[config.mk]
export PLATFORM = sky130hd
export DESIGN_NAME = uart_rx_os_flat
export DESIGN_NICKNAME = d
export VERILOG_FILES = /design/src/rtl/uart_rx_os_if.sv /design/src/rtl/uart_rx_os.sv /design/src/flat_wrapper.sv
export SDC_FILE = /design/constraint.sdc
export NUM_CORES = 1
export LEC_CHECK = 0
export CAP_MARGIN = 20
export CORE_MARGIN = 2
export CORE_UTILIZATION = 50
export DETAILED_ROUTE_END_ITERATION = 8
export HOLD_SLACK_MARGIN = 0.1
export PLACE_DENSITY = 0.77
export SLEW_MARGIN = 20
export SYNTH_ARGS = -nofsm -noshare
export SYNTH_HDL_FRONTEND = slang
export SYNTH_SLANG_ARGS = --single-unit
[constraint.sdc]
create_clock -name clk -period 1.9 [get_ports clk]
set_input_delay 0.38 -clock clk [delete_from_list [all_inputs] [get_ports clk]]
set_output_delay 0.38 -clock clk [all_outputs]
set_load 0.01 [all_outputs]
[src/rtl/uart_rx_os_if.sv]
// Byte-delivery handshake between the oversampling UART receiver and the register/FIFO layer.
// The receiver drives the byte, its error flags and the overrun pulse; the consumer drives ready.
interface uart_rx_os_if;
    logic [7:0] data_o;
    logic       valid_o;
    logic       ready_i;
    logic       parity_err_o;
    logic       frame_err_o;
    logic       break_o;
    logic       overrun_o;

    modport master (
        output data_o,
        output valid_o,
        output parity_err_o,
        output frame_err_o,
        output break_o,
        output overrun_o,
        input  ready_i
    );

    modport slave (
        input  data_o,
        input  valid_o,
        input  parity_err_o,
        input  frame_err_o,
        input  break_o,
        input  overrun_o,
        output ready_i
    );
endinterface

[src/rtl/uart_rx_os.sv]
// 16x-oversampling UART receiver: 8 data bits LSB-first, optional parity, 1 or 2 stop bits.
// Received bytes are held in an output register and offered through a valid/ready handshake.
module uart_rx_os #(
    parameter logic [7:0] OVERSAMPLE  = 8'd16,
    parameter int         SYNC_STAGES = 2
) (
    input  logic          clk,
    input  logic          rst,
    input  logic [15:0]   baud_div,
    input  logic [1:0]    parity,
    input  logic          stop2,
    input  logic          rx_i,
    uart_rx_os_if.master  host
);
    typedef enum logic [2:0] {IDLE, START, DATA, PAR, STOP, STOP2} state_t;

    localparam logic [7:0] HALF = (OVERSAMPLE >> 1) - 8'd1;
    localparam logic [7:0] FULL = OVERSAMPLE - 8'd1;

    state_t                 state;
    logic [SYNC_STAGES-1:0] sync;
    logic                   rx_s;
    logic [15:0]            div;
    logic                   tick;
    logic [7:0]             os;
    logic [2:0]             bitn;
    logic [7:0]             sh;
    logic                   perr;
    logic                   ferr;
    logic                   armed;
    logic                   done;
    logic                   ferr_final;
    logic                   par_expect;

    logic [7:0]             out_data;
    logic                   out_valid;
    logic                   out_perr;
    logic                   out_ferr;
    logic                   out_brk;
    logic                   out_overrun;

    assign rx_s       = sync[SYNC_STAGES-1];
    assign ferr_final = ferr | ~rx_s;
    assign par_expect = (parity == 2'd1) ? ^sh : ~^sh;

    always_ff @(posedge clk) begin
        if (rst) begin
            sync <= '1;
        end else begin
            sync <= {sync[SYNC_STAGES-2:0], rx_i};
        end
    end

    always_ff @(posedge clk) begin
        if (rst) begin
            div  <= 16'd0;
            tick <= 1'b0;
        end else if (div == 16'd0) begin
            div  <= baud_div;
            tick <= 1'b1;
        end else begin
            div  <= div - 16'd1;
            tick <= 1'b0;
        end
    end

    // Finishing at the final stop mid-sample leaves half a bit to resync on back-to-back frames;
    // after a framing error the line must go high again before another start is accepted.
    always_ff @(posedge clk) begin
        if (rst) begin
            state <= IDLE;
            os    <= 8'd0;
            bitn  <= 3'd0;
            sh    <= 8'd0;
            perr  <= 1'b0;
            ferr  <= 1'b0;
            armed <= 1'b1;
            done  <= 1'b0;
        end else begin
            done <= 1'b0;
            if (tick) begin
                case (state)
                    IDLE: begin
                        if (armed && !rx_s) begin
                            state <= START;
                            os    <= HALF;
                        end else if (rx_s) begin
                            armed <= 1'b1;
                        end
                    end
                    START: begin
                        if (os != 8'd0) begin
                            os <= os - 8'd1;
                        end else if (rx_s) begin
                            state <= IDLE;
                        end else begin
                            state <= DATA;
                            os    <= FULL;
                            bitn  <= 3'd0;
                            perr  <= 1'b0;
                            ferr  <= 1'b0;
                        end
                    end
                    DATA: begin
                        if (os != 8'd0) begin
                            os <= os - 8'd1;
                        end else begin
                            sh   <= {rx_s, sh[7:1]};
                            os   <= FULL;
                            bitn <= bitn + 3'd1;
                            if (bitn == 3'd7) begin
                                state <= (parity != 2'd0) ? PAR : STOP;
                            end
                        end
                    end
                    PAR: begin
                        if (os != 8'd0) begin
                            os <= os - 8'd1;
                        end else begin
                            perr  <= (rx_s != par_expect);
                            os    <= FULL;
                            state <= STOP;
                        end
                    end
                    STOP: begin
                        if (os != 8'd0) begin
                            os <= os - 8'd1;
                        end else begin
                            ferr <= ferr_final;
                            if (stop2) begin
                                os    <= FULL;
                                state <= STOP2;
                            end else begin
                                state <= IDLE;
                                armed <= ~ferr_final;
                                done  <= 1'b1;
                            end
                        end
                    end
                    STOP2: begin
                        if (os != 8'd0) begin
                            os <= os - 8'd1;
                        end else begin
                            ferr  <= ferr_final;
                            state <= IDLE;
                            armed <= ~ferr_final;
                            done  <= 1'b1;
                        end
                    end
                    default: state <= IDLE;
                endcase
            end
        end
    end

    // A finished frame is only dropped when the held byte is still pending and not being taken.
    always_ff @(posedge clk) begin
        if (rst) begin
            out_data    <= 8'd0;
            out_valid   <= 1'b0;
            out_perr    <= 1'b0;
            out_ferr    <= 1'b0;
            out_brk     <= 1'b0;
            out_overrun <= 1'b0;
        end else begin
            out_overrun <= 1'b0;
            if (done) begin
                if (!out_valid || host.ready_i) begin
                    out_data  <= sh;
                    out_perr  <= perr;
                    out_ferr  <= ferr;
                    out_brk   <= ferr && (sh == 8'h00);
                    out_valid <= 1'b1;
                end else begin
                    out_overrun <= 1'b1;
                end
            end else if (out_valid && host.ready_i) begin
                out_valid <= 1'b0;
            end
        end
    end

    assign host.data_o       = out_data;
    assign host.valid_o      = out_valid;
    assign host.parity_err_o = out_perr;
    assign host.frame_err_o  = out_ferr;
    assign host.break_o      = out_brk;
    assign host.overrun_o    = out_overrun;
endmodule

[src/flat_wrapper.sv]
// flat-port wrapper written by rule: the top's interface ports become plain ports
module uart_rx_os_flat 
#(
    parameter logic [7:0] OVERSAMPLE  = 8'd16,
    parameter int         SYNC_STAGES = 2
)
  (clk, rst, baud_div, parity, stop2, rx_i, host_data_o, host_valid_o, host_parity_err_o, host_frame_err_o, host_break_o, host_overrun_o, host_ready_i);
  uart_rx_os_if host_i ();
  input  logic clk;
  input  logic rst;
  input  logic [15:0] baud_div;
  input  logic [1:0] parity;
  input  logic stop2;
  input  logic rx_i;
  output wire logic [$bits(host_i.data_o)-1:0] host_data_o;
  output wire logic [$bits(host_i.valid_o)-1:0] host_valid_o;
  output wire logic [$bits(host_i.parity_err_o)-1:0] host_parity_err_o;
  output wire logic [$bits(host_i.frame_err_o)-1:0] host_frame_err_o;
  output wire logic [$bits(host_i.break_o)-1:0] host_break_o;
  output wire logic [$bits(host_i.overrun_o)-1:0] host_overrun_o;
  input wire logic [$bits(host_i.ready_i)-1:0] host_ready_i;
  assign host_data_o = host_i.data_o;
  assign host_valid_o = host_i.valid_o;
  assign host_parity_err_o = host_i.parity_err_o;
  assign host_frame_err_o = host_i.frame_err_o;
  assign host_break_o = host_i.break_o;
  assign host_overrun_o = host_i.overrun_o;
  assign host_i.ready_i = host_ready_i;
  uart_rx_os #(.OVERSAMPLE(OVERSAMPLE), .SYNC_STAGES(SYNC_STAGES)) u_core (.clk(clk), .rst(rst), .baud_div(baud_div), .parity(parity), .stop2(stop2), .rx_i(rx_i), .host(host_i));
endmodule
==> metrics <==
hold_sp u_core.sync[0]; grt total ovfl 0; vias about 2700; status completed; PD cells 1080 nW/µm²; most frequent cells in the layout dfxtp_1 (57), clkdlybuf4s50_1 (34), nor2_1 (31); placer congestion estimate a little under 0.9; critical path class reg2reg; number of enable flip-flop cells after synthesis 0; initial antenna violation count 0; CTS tree built; Fmax achieved 537 MHz; H-tree depth 3; Reg area between 1000 and 1500 µm²; largest cells by area after synthesis dfxtp_1 (39%), mux2i_1 (7.0%), nor2_1 (3.9%), ha_1 (3.8%), a21oi_1 (3.0%); multi-input logic area roughly 1700 µm²; Worst-Skew Late Latency roughly 0.34 ns; Vias per Instance approximately 5.8; FP Rows 28; first-pass GRT wire length roughly 11 mm; final worst clock skew 0.00430 ns; DP HPWL roughly 4.6 mm; antenna cells 0; Leak around 1.5 nW; synth unique cells 54; Worst R2R Start u_core.os[1]; proportion of layout cells with a drive suffix above 1 14.8%; reg2reg setup slack 0.04 ns; DR pass1 iterations 5; asr flop ratio synth 0%; TritonCTS Sinks 58; Core Footprint 5850 µm²; Slew HR 66.3%; Finished Core Util 64.1%; final cell count without fillers between 400 and 500; Post-Syn Nets around 370; HP Class reg2reg; Cells after DPL 450; GRT Overall Usage between 20% and 30%; Placed Area 3540 µm²; Cell Area, Synth roughly 3000 µm²; DRT iter0 DRCs between 200 and 300; Period minus WS final 1.86 ns; largest net degree at the start of global routing 35; clock slew at reported path FFs 0.06 ns; Wirelength per Cell 14.2 µm; I/O pins 36; Total Nets Final 419; sequential fraction of the synthesis area 38.7%; ys flop type dfxtp_1; Root Buffer clkbuf_8; CP required 2.12 ns; Routed WL approximately 6.6 mm; Die X between 80 and 90 µm; Port Buf Inserts 35; share of Yosys cell area claimed by the top area cell type 38.7%; hold buffers post-CTS 0; Cells on Worst Hold Path 1; vias in the first global route 2578; maxcap violations 0; Fill cells 472; die height 81.4 µm; cell taking the most area after synthesis dfxtp_1; DRC Markers 0; Final setup viols 0; Synth Instances roughly 340; most common cell after layout, fill and taps aside dfxtp_1; Setup crit end kind flop; VDD IR-drop max around 1100 µV; TNS Setup 0 ns; critical path startpoint category flop; Final Cycle Share approximately 100%; reg2reg end u_core.os[0]; Total Power 4.05 mW; max-slew violation count 0; Starting Density roughly half; Longest Clk Path Bufs 2; Reg2Reg Depth 7; post-synthesis register bit count 58; syn avg cell area 8.92 µm²; worst hold slack 0.424 ns; worst hold endpoint u_core.sync[1]; final worst setup slack ~0.038 ns; die area approximately 6600 µm²; peak fanout along the critical path 5; P&R area growth vs syn 25.1%; Critical Path AT 2.08 ns; Finished Cell Area roughly 3700 µm²; CTS buffer count 9; post-route ant nets 0; pre-CTS setup slack 0.0219 ns; Slew @ Worst Pin about 0.5 ns; Final Hold Vio Count 0; Yosys warnings 0
-- layer usage --
layer / wire (µm) / GRT usage (%) / part of all wire, % / vias up
met1: 2930 / 26.6 / 44 / 1257
met5: 0 / 0 / 0 / -
met4: 127 / 8.81 / 1.9 / 0
met3: 417 / 6.92 / 6.3 / 13
li1: - / - / - / 1335
met2: 3150 / 36.5 / 48 / 89
-- report_power, final --
| part | leakage [nW] | switching [mW] | total [mW] | internal, mW |
|---|---|---|---|---|
| Clock | 0.0958 | 0.493 | 1.09 | 0.595 |
| Combinational | 0.915 | 0.754 | 1.39 | 0.639 |
| Sequential | 0.471 | 0.193 | 1.57 | 1.38 |
-- state kept, by name, indices dropped and copies added, names as in the netlist --
| signal | flops |
|---|---|
| u_core.host.valid_o | 1 |
| u_core.host.frame_err_o | 1 |
| u_core.bitn | 3 |
| u_core.state | 3 |
| u_core.div | 16 |
| u_core.sync | 2 |
| u_core.ferr | 1 |
| u_core.sh | 8 |
| u_core.host.overrun_o | 1 |
| u_core.tick | 1 |
| u_core.host.data_o | 8 |
| u_core.done | 1 |
| u_core.os | 8 |
| u_core.perr | 1 |
| u_core.armed | 1 |
| u_core.host.break_o | 1 |
| u_core.host.parity_err_o | 1 |
-- cell families (layout without fill, tap and decap cells) --
group / Yosys count / after routing / synth area share, %
AO/OA/AOI/OAI: 80 / 80 / 19.1
XOR/XNOR: 15 / 15 / 4.38
adder cells (fa/ha/maj): 9 / 9 / 3.76
buffers and inverters: 39 / 95 / 5.47
flip-flops: 58 / 58 / 38.7
multiplexers: 22 / 22 / 7.39
AND/OR/NAND/NOR: 113 / 113 / 21.2
-- synthesized netlist by cell type (all sizes together), types with 6 or more instances --
library cell	number
nand2	17
a21oi	18
xnor2	7
nor2b	7
ha	9
a211oi	6
clkbuf	14
o31ai	10
mux2i	21
a311oi	7
nor3	13
nand4	7
xor2	8
nor2	31
nor4	8
inv	19
buf	6
o21ai	15
dfxtp	58
nand3	6
-- worst max-delay path by stage --
stage                 endpoint  depth (start not counted)         start
3_3_place_gp      u_core.os[2]                          6         stop2
2_1_floorplan  u_core.state[2]                          6  u_core.os[0]
6_report          u_core.os[0]                          7  u_core.os[1]
4_1_cts           u_core.os[2]                          7  u_core.os[1]
3_5_place_dp      u_core.os[2]                          6         stop2
5_1_grt           u_core.os[2]                          7  u_core.os[1]
-- critical path, cell delays in order (launching register included) --
cell and delay (ns):
dfxtp_1 0.35, inv_2 0.09, ha_4 0.14, or4b_4 0.50, buf_4 0.16, a2111o_1 0.29
a21oi_1 0.14, a311oi_1 0.06
-- cell type report --
class	count	area share (%)
multi-input cells	239	45.1
clock buffers	10	3.40
inverters	19	1.90
flip-flops and latches	58	31.0
well taps	75	2.50
repair buffers	60	14.5
clock inverters	6	1.53
-- timing repair --
action	CTS	global route
setup buffers	0	1
setup endpoints to repair	0	19
gates resized for setup	0	8
No activity file was read; power rests on OpenSTA's default activity.
